File: src/rtl/offchip_traffic_monitor.sv
// ---------------------------------------------------------------------------
// offchip_traffic_monitor
//
// Counts handshake beats on NUM_CH off-chip valid/ready channels. For every
// channel it keeps a saturating beat counter. It also keeps a cost-weighted
// energy total and a count of RUN cycles. start/stop pulses control the
// measurement window. An optional fixed window (WINDOW_CYC > 0) stops the run
// automatically. A registered read port returns any result.
//
// Ports
//   clk, rst   clock and synchronous active-high reset
//   ch_valid   per-channel valid            [NUM_CH]
//   ch_ready   per-channel ready            [NUM_CH]
//   ch_cost    per-beat cost, chan i at [i*COST_W +: COST_W]
//   start      clear all results and enter RUN (wins over stop)
//   stop       RUN -> HOLD, ignored in other states
//   busy       high while in RUN
//   done       one-cycle pulse on each entry to HOLD
//   overflow   sticky saturation flags: [i] chan i, [NUM_CH] energy,
//              [NUM_CH+1] cycle count
//   rd_en      read request, result one cycle later
//   rd_sel     0..NUM_CH-1 beats(i), NUM_CH energy, NUM_CH+1 cycles
//   rd_data    read result, zero-extended, held when no read
//   rd_valid   high one cycle after rd_en
// ---------------------------------------------------------------------------

// Saturating up-counter with a sticky overflow flag. It is used for each
// channel and for the cycle counter.
module otm_sat_cnt #(
    parameter int W = 32
) (
    input  logic         clk,
    input  logic         rst,
    input  logic         clr,
    input  logic         inc,
    output logic [W-1:0] cnt,
    output logic         ovf
);
    always_ff @(posedge clk) begin
        if (rst || clr) begin
            cnt <= '0;
            ovf <= 1'b0;
        end else if (inc) begin
            // Hold at all-ones and never wrap.
            if (&cnt) ovf <= 1'b1;
            else      cnt <= cnt + 1'b1;
        end
    end
endmodule

module offchip_traffic_monitor #(
    parameter int NUM_CH     = 5,
    parameter int CNT_W      = 32,
    parameter int COST_W     = 8,
    parameter int ACC_W      = 40,
    parameter int WINDOW_CYC = 0,
    localparam int SEL_W     = $clog2(NUM_CH + 2)
) (
    input  logic                     clk,
    input  logic                     rst,
    input  logic [NUM_CH-1:0]        ch_valid,
    input  logic [NUM_CH-1:0]        ch_ready,
    input  logic [NUM_CH*COST_W-1:0] ch_cost,
    input  logic                     start,
    input  logic                     stop,
    output logic                     busy,
    output logic                     done,
    output logic [NUM_CH+1:0]        overflow,
    input  logic                     rd_en,
    input  logic [SEL_W-1:0]         rd_sel,
    output logic [ACC_W-1:0]         rd_data,
    output logic                     rd_valid
);
    typedef enum logic [1:0] {IDLE, RUN, HOLD} state_t;

    state_t state, state_nxt;

    logic [NUM_CH-1:0]            beat;
    logic [NUM_CH-1:0][CNT_W-1:0] beats;
    logic [NUM_CH-1:0]            beat_ovf;
    logic [CNT_W-1:0]             cyc_cnt;
    logic                         cyc_ovf;
    logic [ACC_W-1:0]             energy;
    logic                         energy_ovf;
    logic [ACC_W-1:0]             beat_sum;
    logic [ACC_W:0]               energy_sum;
    logic                         count_en;
    logic                         win_hit;
    logic [ACC_W-1:0]             sel_val;

    assign beat = ch_valid & ch_ready;

    // A start cycle only clears. It never counts, even when already in RUN.
    assign count_en = (state == RUN) && !start;

    // The window ends on the cycle whose pre-increment count is WINDOW_CYC-1.
    // That cycle's beats still count.
    generate
        if (WINDOW_CYC > 0) begin : g_win
            assign win_hit = (cyc_cnt == CNT_W'(WINDOW_CYC - 1));
        end else begin : g_nowin
            assign win_hit = 1'b0;
        end
    endgenerate

    // ---------------- state machine ----------------
    always_ff @(posedge clk) begin
        if (rst) state <= IDLE;
        else     state <= state_nxt;
    end

    always_comb begin
        state_nxt = state;
        if (start)
            state_nxt = RUN;
        else if (state == RUN && (stop || win_hit))
            state_nxt = HOLD;
    end

    // busy and done are registered from the next state, so they line up
    // with the state register.
    always_ff @(posedge clk) begin
        if (rst) begin
            busy <= 1'b0;
            done <= 1'b0;
        end else begin
            busy <= (state_nxt == RUN);
            done <= (state_nxt == HOLD) && (state != HOLD);
        end
    end

    // ---------------- per-channel beat counters ----------------
    generate
        for (genvar g = 0; g < NUM_CH; g++) begin : g_ch
            otm_sat_cnt #(.W(CNT_W)) u_cnt (
                .clk (clk),
                .rst (rst),
                .clr (start),
                .inc (count_en & beat[g]),
                .cnt (beats[g]),
                .ovf (beat_ovf[g])
            );
        end
    endgenerate

    otm_sat_cnt #(.W(CNT_W)) u_cyc (
        .clk (clk),
        .rst (rst),
        .clr (start),
        .inc (count_en),
        .cnt (cyc_cnt),
        .ovf (cyc_ovf)
    );

    // ---------------- energy accumulator ----------------
    // The per-cycle sum is built at ACC_W width. One extra bit on the final
    // add catches saturation of the running total.
    always_comb begin
        beat_sum = '0;
        for (int i = 0; i < NUM_CH; i++) begin
            if (beat[i])
                beat_sum = beat_sum + ACC_W'(ch_cost[i*COST_W +: COST_W]);
        end
    end

    assign energy_sum = {1'b0, energy} + {1'b0, beat_sum};

    always_ff @(posedge clk) begin
        if (rst || start) begin
            energy     <= '0;
            energy_ovf <= 1'b0;
        end else if (count_en) begin
            if (energy_sum[ACC_W]) begin
                energy     <= '1;
                energy_ovf <= 1'b1;
            end else begin
                energy <= energy_sum[ACC_W-1:0];
            end
        end
    end

    assign overflow = {cyc_ovf, energy_ovf, beat_ovf};

    // ---------------- read port ----------------
    // The mux reads the registers before this cycle's update, so a read
    // during RUN returns the live value.
    always_comb begin
        sel_val = '0;
        for (int i = 0; i < NUM_CH; i++) begin
            if (rd_sel == SEL_W'(i))
                sel_val = ACC_W'(beats[i]);
        end
        if (rd_sel == SEL_W'(NUM_CH))
            sel_val = energy;
        if (rd_sel == SEL_W'(NUM_CH + 1))
            sel_val = ACC_W'(cyc_cnt);
    end

    always_ff @(posedge clk) begin
        if (rst) begin
            rd_valid <= 1'b0;
            rd_data  <= '0;
        end else begin
            rd_valid <= rd_en;
            if (rd_en)
                rd_data <= sel_val;
        end
    end
endmodule

File: config.mk
export PLATFORM = sky130hd
export DESIGN_NAME = offchip_traffic_monitor
export DESIGN_NICKNAME = d
export VERILOG_FILES = /design/src/rtl/offchip_traffic_monitor.sv
export SDC_FILE = /design/constraint.sdc
export NUM_CORES = 1
export LEC_CHECK = 0
export CAP_MARGIN = 25
export CORE_ASPECT_RATIO = 1.1
export CORE_MARGIN = 1
export CORE_UTILIZATION = 40
export DETAILED_ROUTE_END_ITERATION = 12
export GPL_ROUTABILITY_DRIVEN = 0
export GPL_TIMING_DRIVEN = 0
export HOLD_SLACK_MARGIN = 0.06
export RECOVER_POWER = 25
export SKIP_LAST_GASP = 1
export SYNTH_ARGS = -nofsm -noshare
export SYNTH_HDL_FRONTEND = slang
export SYNTH_SLANG_ARGS = --single-unit
File: constraint.sdc
create_clock -name clk -period 23.2 [get_ports clk]
set_input_delay 3.48 -clock clk [delete_from_list [all_inputs] [get_ports clk]]
set_output_delay 3.48 -clock clk [all_outputs]
set_load 0.005 [all_outputs]
# After elaboration in Yosys (flattened, before gate mapping)
# Index checks and enable logic that the tools add are counted.
# classes
add_sub_neg	11
eq_ne	10
muxes	15
bitwise_logic	12
n_reduce_logical	25
# ops
op	count
$mux W40	11
$reduce_and A33 Y1	6
$add A32 B1 Y32 const B	6
$reduce_and A32 Y1	6
$add A40 B8 Y40	4
$add A40 B40 Y41	1
$mux W32	1
$reduce_and A2 Y1	7
$eq A3 B3 Y1 const B	3
$mux W8	1
$eq A3 B2 Y1 const B	2
$not A1 Y1	6
$and A1 B1 Y1	5
$and A5 B5 Y5	1
$eq A2 B1 Y1 const B	2
$mux W2	2
$eq A3 B1 Y1 const B	1
$logic_and A1 B1 Y1	3
$logic_not A3 Y1	1
$eq A2 B2 Y1 const B	1
$ne A2 B2 Y1 const B	1
$logic_not A1 Y1	1
$logic_or A1 B1 Y1	1
# totals
register_bits	284
inputBits	58
output_inout_bits	50

# Depth between registers and ports, before layout
# depth
depth_word	12
mapped_depth	38
ltp_nobuf	37

# Cells and area by module
# From an unflattened synthesis, not the netlist that was laid out.
# hier_totals
cells_unflattened	2165
area_unflattened_um2	18282.5
# modules_own_cells
mod	n_inst	cells_each	area_each_um2	seq_area_each_um2
otm_sat_cnt	6	206	1771.7	660.6
offchip_traffic_monitor	1	929	7652.3	1721.7

# Worst setup path before layout
# OpenSTA, ideal clock, no wires.
# synth_path
path_type	input port to flip-flop
from	in ch_cost[0]
to	reg energy[20]
t_arrival_ns	10.295
required_time_ns	23.072
path_slack_ns	12.777
stages	37
n_path_buf	1
path_cell_list	and3_1 ha_1 fa_1 maj3_1 a22oi_1 xor2_1 o21ai_0 ha_1 nand3_1 o2111ai_1 xnor2_1 o22ai_1 nor3b_1 inv_1 ha_1 o21a_1 o31ai_1 nor2b_1 xnor2_1 nand2_1 nand2_1 ha_1 nand2_1 nor4_1 nor2_1 and3_1 or4_1 o211ai_1 ha_1 a21o_1 a21o_1 a21oi_1 a21oi_1 clkbuf_1 nand3_1 mux2i_1 nor2_1
# synth_via
elab_chain_len	11
# synth_rtl
item	line	source
start, declared	63	input logic [NUM_CH*COST_W-1:0] ch_cost,
$mux W8 (*)	161	if (beat[i])
$add A40 B8 Y40	162	beat_sum = beat_sum + ACC_W'(ch_cost[i*COST_W +: COST_W]);
$mux W40 (*)	161	
$add A40 B8 Y40	162	
$mux W40 (*)	161	
$add A40 B8 Y40	162	
$mux W40 (*)	161	
$add A40 B8 Y40	162	
$mux W40 (*)	161	
$add A40 B40 Y41 (*)	166	assign energy_sum = {1'b0, energy} + {1'b0, beat_sum};
$mux W40 (*)	173	if (energy_sum[ACC_W]) begin
end signal, assigned	177	energy <= energy_sum[ACC_W-1:0];
end, declared	83	logic [ACC_W-1:0] energy;
# Mark *: on every way between the ends. The rest lies on a longest branch, timed or not.
# A chain may end at the register's enable or synchronous reset.

# Worst setup path after layout
# layout_path
from	in ch_valid[0]
to	reg energy[2]
# layout_via
elab_chain_len	12
# layout_rtl
item	line	source
start, declared	61	input logic [NUM_CH-1:0] ch_valid,
$and A5 B5 Y5 (*)	91	assign beat = ch_valid & ch_ready;
$mux W8 (*)	161	
$add A40 B8 Y40	162	
$mux W40 (*)	161	
$add A40 B8 Y40	162	
$mux W40 (*)	161	
$add A40 B8 Y40	162	
$mux W40 (*)	161	
$add A40 B8 Y40	162	
$mux W40 (*)	161	
$add A40 B40 Y41 (*)	166	
$mux W40 (*)	173	
# Marked as above.

==> flow_summary_export.csv <==
group,metric,value,unit
finish,area_growth,16.5,%
sta,period_minus_slack,11.88,ns
die,ios,108,
hold_path,min_path_type,"reg -> reg",
synthesis,synthFlopType,"dfxtp_1",
finish,fin_area,0.0198,mm2
clocking,ctsHoldBuffers,0,
clocking,clk_path_buf_depth,3,
worst_setup_path,crit_top_cell,"ha_1",
synthesis,ys.warnings.count,0,
placement,place_ws,10.85,ns
pwr,p_leak,6.82,nW
synthesis,synth_seq_area_share,33.5,%
worst_setup_path,cp.required,23.58,ns
clocking,htreeDepth,2,
clocking,cts.clk_slew.worst_paths,0.06,ns
die,core_area,0.0416,mm2
placement,dpl_cell_area,0.0187,mm2
worst_setup_path,cp-end-kind,"register",
hold_path,hold_start,"energy_ovf",
worst_setup_path,worst_path_max_delay_cell,"clkdlybuf4s50_1",
sta,slew_violations,0,
sta,fin_worst_skew,0.0320,ns
finish,drive_above_1_share,5.30,%
synthesis,yosys-top-cells-count,"dfxtp_1 (284), nor2_1 (282), a21oi_1 (137)",
pwr,fin_total_pwr,1.20,mW
worst_setup_path,crit_path_max_fanout,10,
synthesis,syn_inst,2103,
synthesis,ys_ff_latch,284,
sta,worst_pin_slew,1.06,ns
sta,setup_viol,0,
worst_setup_path,crit_family,"simple AND/OR/NAND/NOR gates",
pwr,ir_drop,43.2,uV
grt,grt_max_degree,14,
synthesis,synth_top_area_share,33.5,%
sta,max_freq,0.0842,GHz
routing,drtIter0Drc,1345,
worst_setup_path,rrSetupSlack,19.93,ns
clocking,cts_setup_buffers,0,
routing,routedWlPerCell,19.6,um
worst_setup_path,r2r_start,"state[0]",
finish,postLayoutCoreUtil,47.5,%
finish,fin_cells,2825,
routing,route.detailed.drc,0,
synthesis,syn_avg_cell_area,8.07,um2
worst_setup_path,timing.rr.end,"g_ch[2].u_cnt.cnt[30]",
sta,fin_ws,11.32,ns
worst_setup_path,crit_type,"in -> reg",
worst_setup_path,reg2reg_depth,7,
worst_setup_path,slowest_delay,0.55,ns
finish,fillCellCount,4156,
placement,io_buffers,103,
worst_setup_path,startpoint_type,"input port",
clocking,worstSkewPairLatency,0.55,ns
status,status,"finished, final reports clean",
routing,drtAntennaViolNets,0,
sta,whs,0.460,ns
sta,hold_viol,0,
worst_setup_path,cp_num_cells,37,
sta,setup_tns,0,ns
synthesis,synth_edf_count,0,
synthesis,yosys-top-cells-area,"dfxtp_1 (34%), nor2_1 (6.2%), xnor2_1 (6.1%), a21oi_1 (4.0%), ha_1 (3.5%)",
synthesis,synthArstFlopShare,0,%
sta,finalCritPeriodShare,51.2,%
grt,grt_pass1_vias,15400,
pwr,power_density,60.9,mW/mm2
sta,slew_headroom,29.4,%
finish,fin_nets,2353,
die,start_util,40.8,%
synthesis,synth_top_area_cell,"dfxtp_1",
routing,vias,16200,
die,die_w,198,um
clocking,clock-root-buffer,"clkbuf_16",
hold_path,holdPathStages,2,
synthesis,yosysMostFrequentCell,"dfxtp_1",
placement,dp_hpwl,43.2,mm
flow_run,maxCapViolCount,0,
die,row_count,78,
routing,dr.pass1.iters,5,
grt,overflow,0,
clocking,clock-sinks,284,
die,die_h,218,um
worst_setup_path,crit_buf_inv,3,
placement,dp.cells,2766,
routing,viasPerCell,5.73,
die,design.die.area,0.0432,mm2
sta,rsz0062_at_grt,"false",
routing,wl,55.4,mm
worst_setup_path,arrival,12.26,ns
synthesis,synth_nets,2214,
grt,grt_pass1_wl,85.8,mm
synthesis,syn-cell-area,0.0170,mm2
hold_path,min_to,"energy_ovf",
synthesis,synth_cell_type_count,88,
grt,track_usage,25.5,%
clocking,cts_resized,0,
clocking,numCtsBuffers,34,
grt,antenna_found_initial,1,
clocking,cts_tree,"yes",
[area by class of cell]
cell class	instances	area, um2	area share [%]
Antenna cell	1	2.50	0.0127
Buffer	109	455	2.30
Clock buffer	46	956	4.84
Clock inverter	12	164	0.829
Inverter	114	428	2.17
Multi-Input combinational cell	1596	10300	52.3
Sequential cell	284	5690	28.8
Tap cell	560	701	3.55
Timing Repair Buffer	103	1030	5.22
[worst max path at each step]
stage | to | slack [ns] | from
global route | energy[4] | 10.56 | ch_ready[0]
finish | energy[2] | 11.32 | ch_valid[0]
floorplan | energy[20] | 12.78 | ch_cost[0]
global placement | energy[2] | 10.90 | ch_valid[0]
CTS | energy[7] | 11.37 | ch_valid[0]
detailed placement | energy[7] | 10.85 | ch_valid[0]
[metal layers]
layer	part of all wire (%)	vias to the layer above	track usage, %
li1	-	7815	-
met3	5.3	118	3.48
met2	48	501	44.2
met5	0	-	0
met1	42	7740	31.2
met4	4.7	0	11.5
[flip-flops by register name, indices dropped and copies added, names as in the netlist]
signal          flops
u_cyc.ovf           1
state               2
done                1
energy             40
g_ch.u_cnt.cnt    160
g_ch.u_cnt.ovf      5
energy_ovf          1
busy                1
u_cyc.cnt          32
rd_data            40
rd_valid            1
[cells in the final DEF, fill, tap and decap left out, types with 23 or more instances in the layout]
| cell | synthesis | final |
|---|---|---|
| nand4_1 | 53 | 53 |
| a21oi_1 | 137 | 137 |
| nand3_1 | 76 | 77 |
| nor2_1 | 282 | 285 |
| dfxtp_1 | 284 | 284 |
| and3_1 | 45 | 45 |
| clkdlybuf4s50_1 | 0 | 52 |
| xor2_1 | 67 | 67 |
| clkbuf_16 | 0 | 34 |
| o21ai_0 | 78 | 79 |
| nor4_1 | 24 | 24 |
| a211oi_1 | 41 | 41 |
| xnor2_1 | 119 | 119 |
| a21o_1 | 37 | 37 |
| a22oi_1 | 27 | 27 |
| mux2i_1 | 48 | 48 |
| clkbuf_1 | 83 | 94 |
| ha_1 | 48 | 48 |
| and4_1 | 39 | 39 |
| a221oi_1 | 26 | 26 |
| o22ai_1 | 30 | 30 |
| or3_1 | 38 | 38 |
| inv_1 | 114 | 114 |
| nand2_1 | 126 | 126 |
| and2_1 | 23 | 23 |
| nor3_1 | 54 | 54 |
| dlygate4sd3_1 | 0 | 51 |
[tightest hold or removal path: cells and delay by family, from the launching register on]
family / cells / cell delay, ns
AO/OA/AOI/OAI: 1 / 0.05
buffers and inverters: 1 / 0.05
flip-flops: 1 / 0.31
[logic make-up (layout without fill, tap and decap cells)]
group / after synthesis / after routing / synth area share [%]
flip-flops: 284 / 284 / 33.5
adder cells (fa/ha/maj): 56 / 56 / 4.31
buffers and inverters: 223 / 384 / 5.31
multiplexers: 60 / 60 / 4.09
AO/OA/AOI/OAI: 466 / 466 / 18.2
XOR/XNOR: 186 / 186 / 9.60
other: 1 / 2 / 0.0221
AND/OR/NAND/NOR: 827 / 827 / 25.0
[report_power, final]
part / switching [mW] / internal, mW / total, mW
clock network: 0.220 / 0.324 / 0.544
registers: 0.00375 / 0.493 / 0.497
logic: 0.0975 / 0.0652 / 0.163
(Power assumes the default switching activity.)
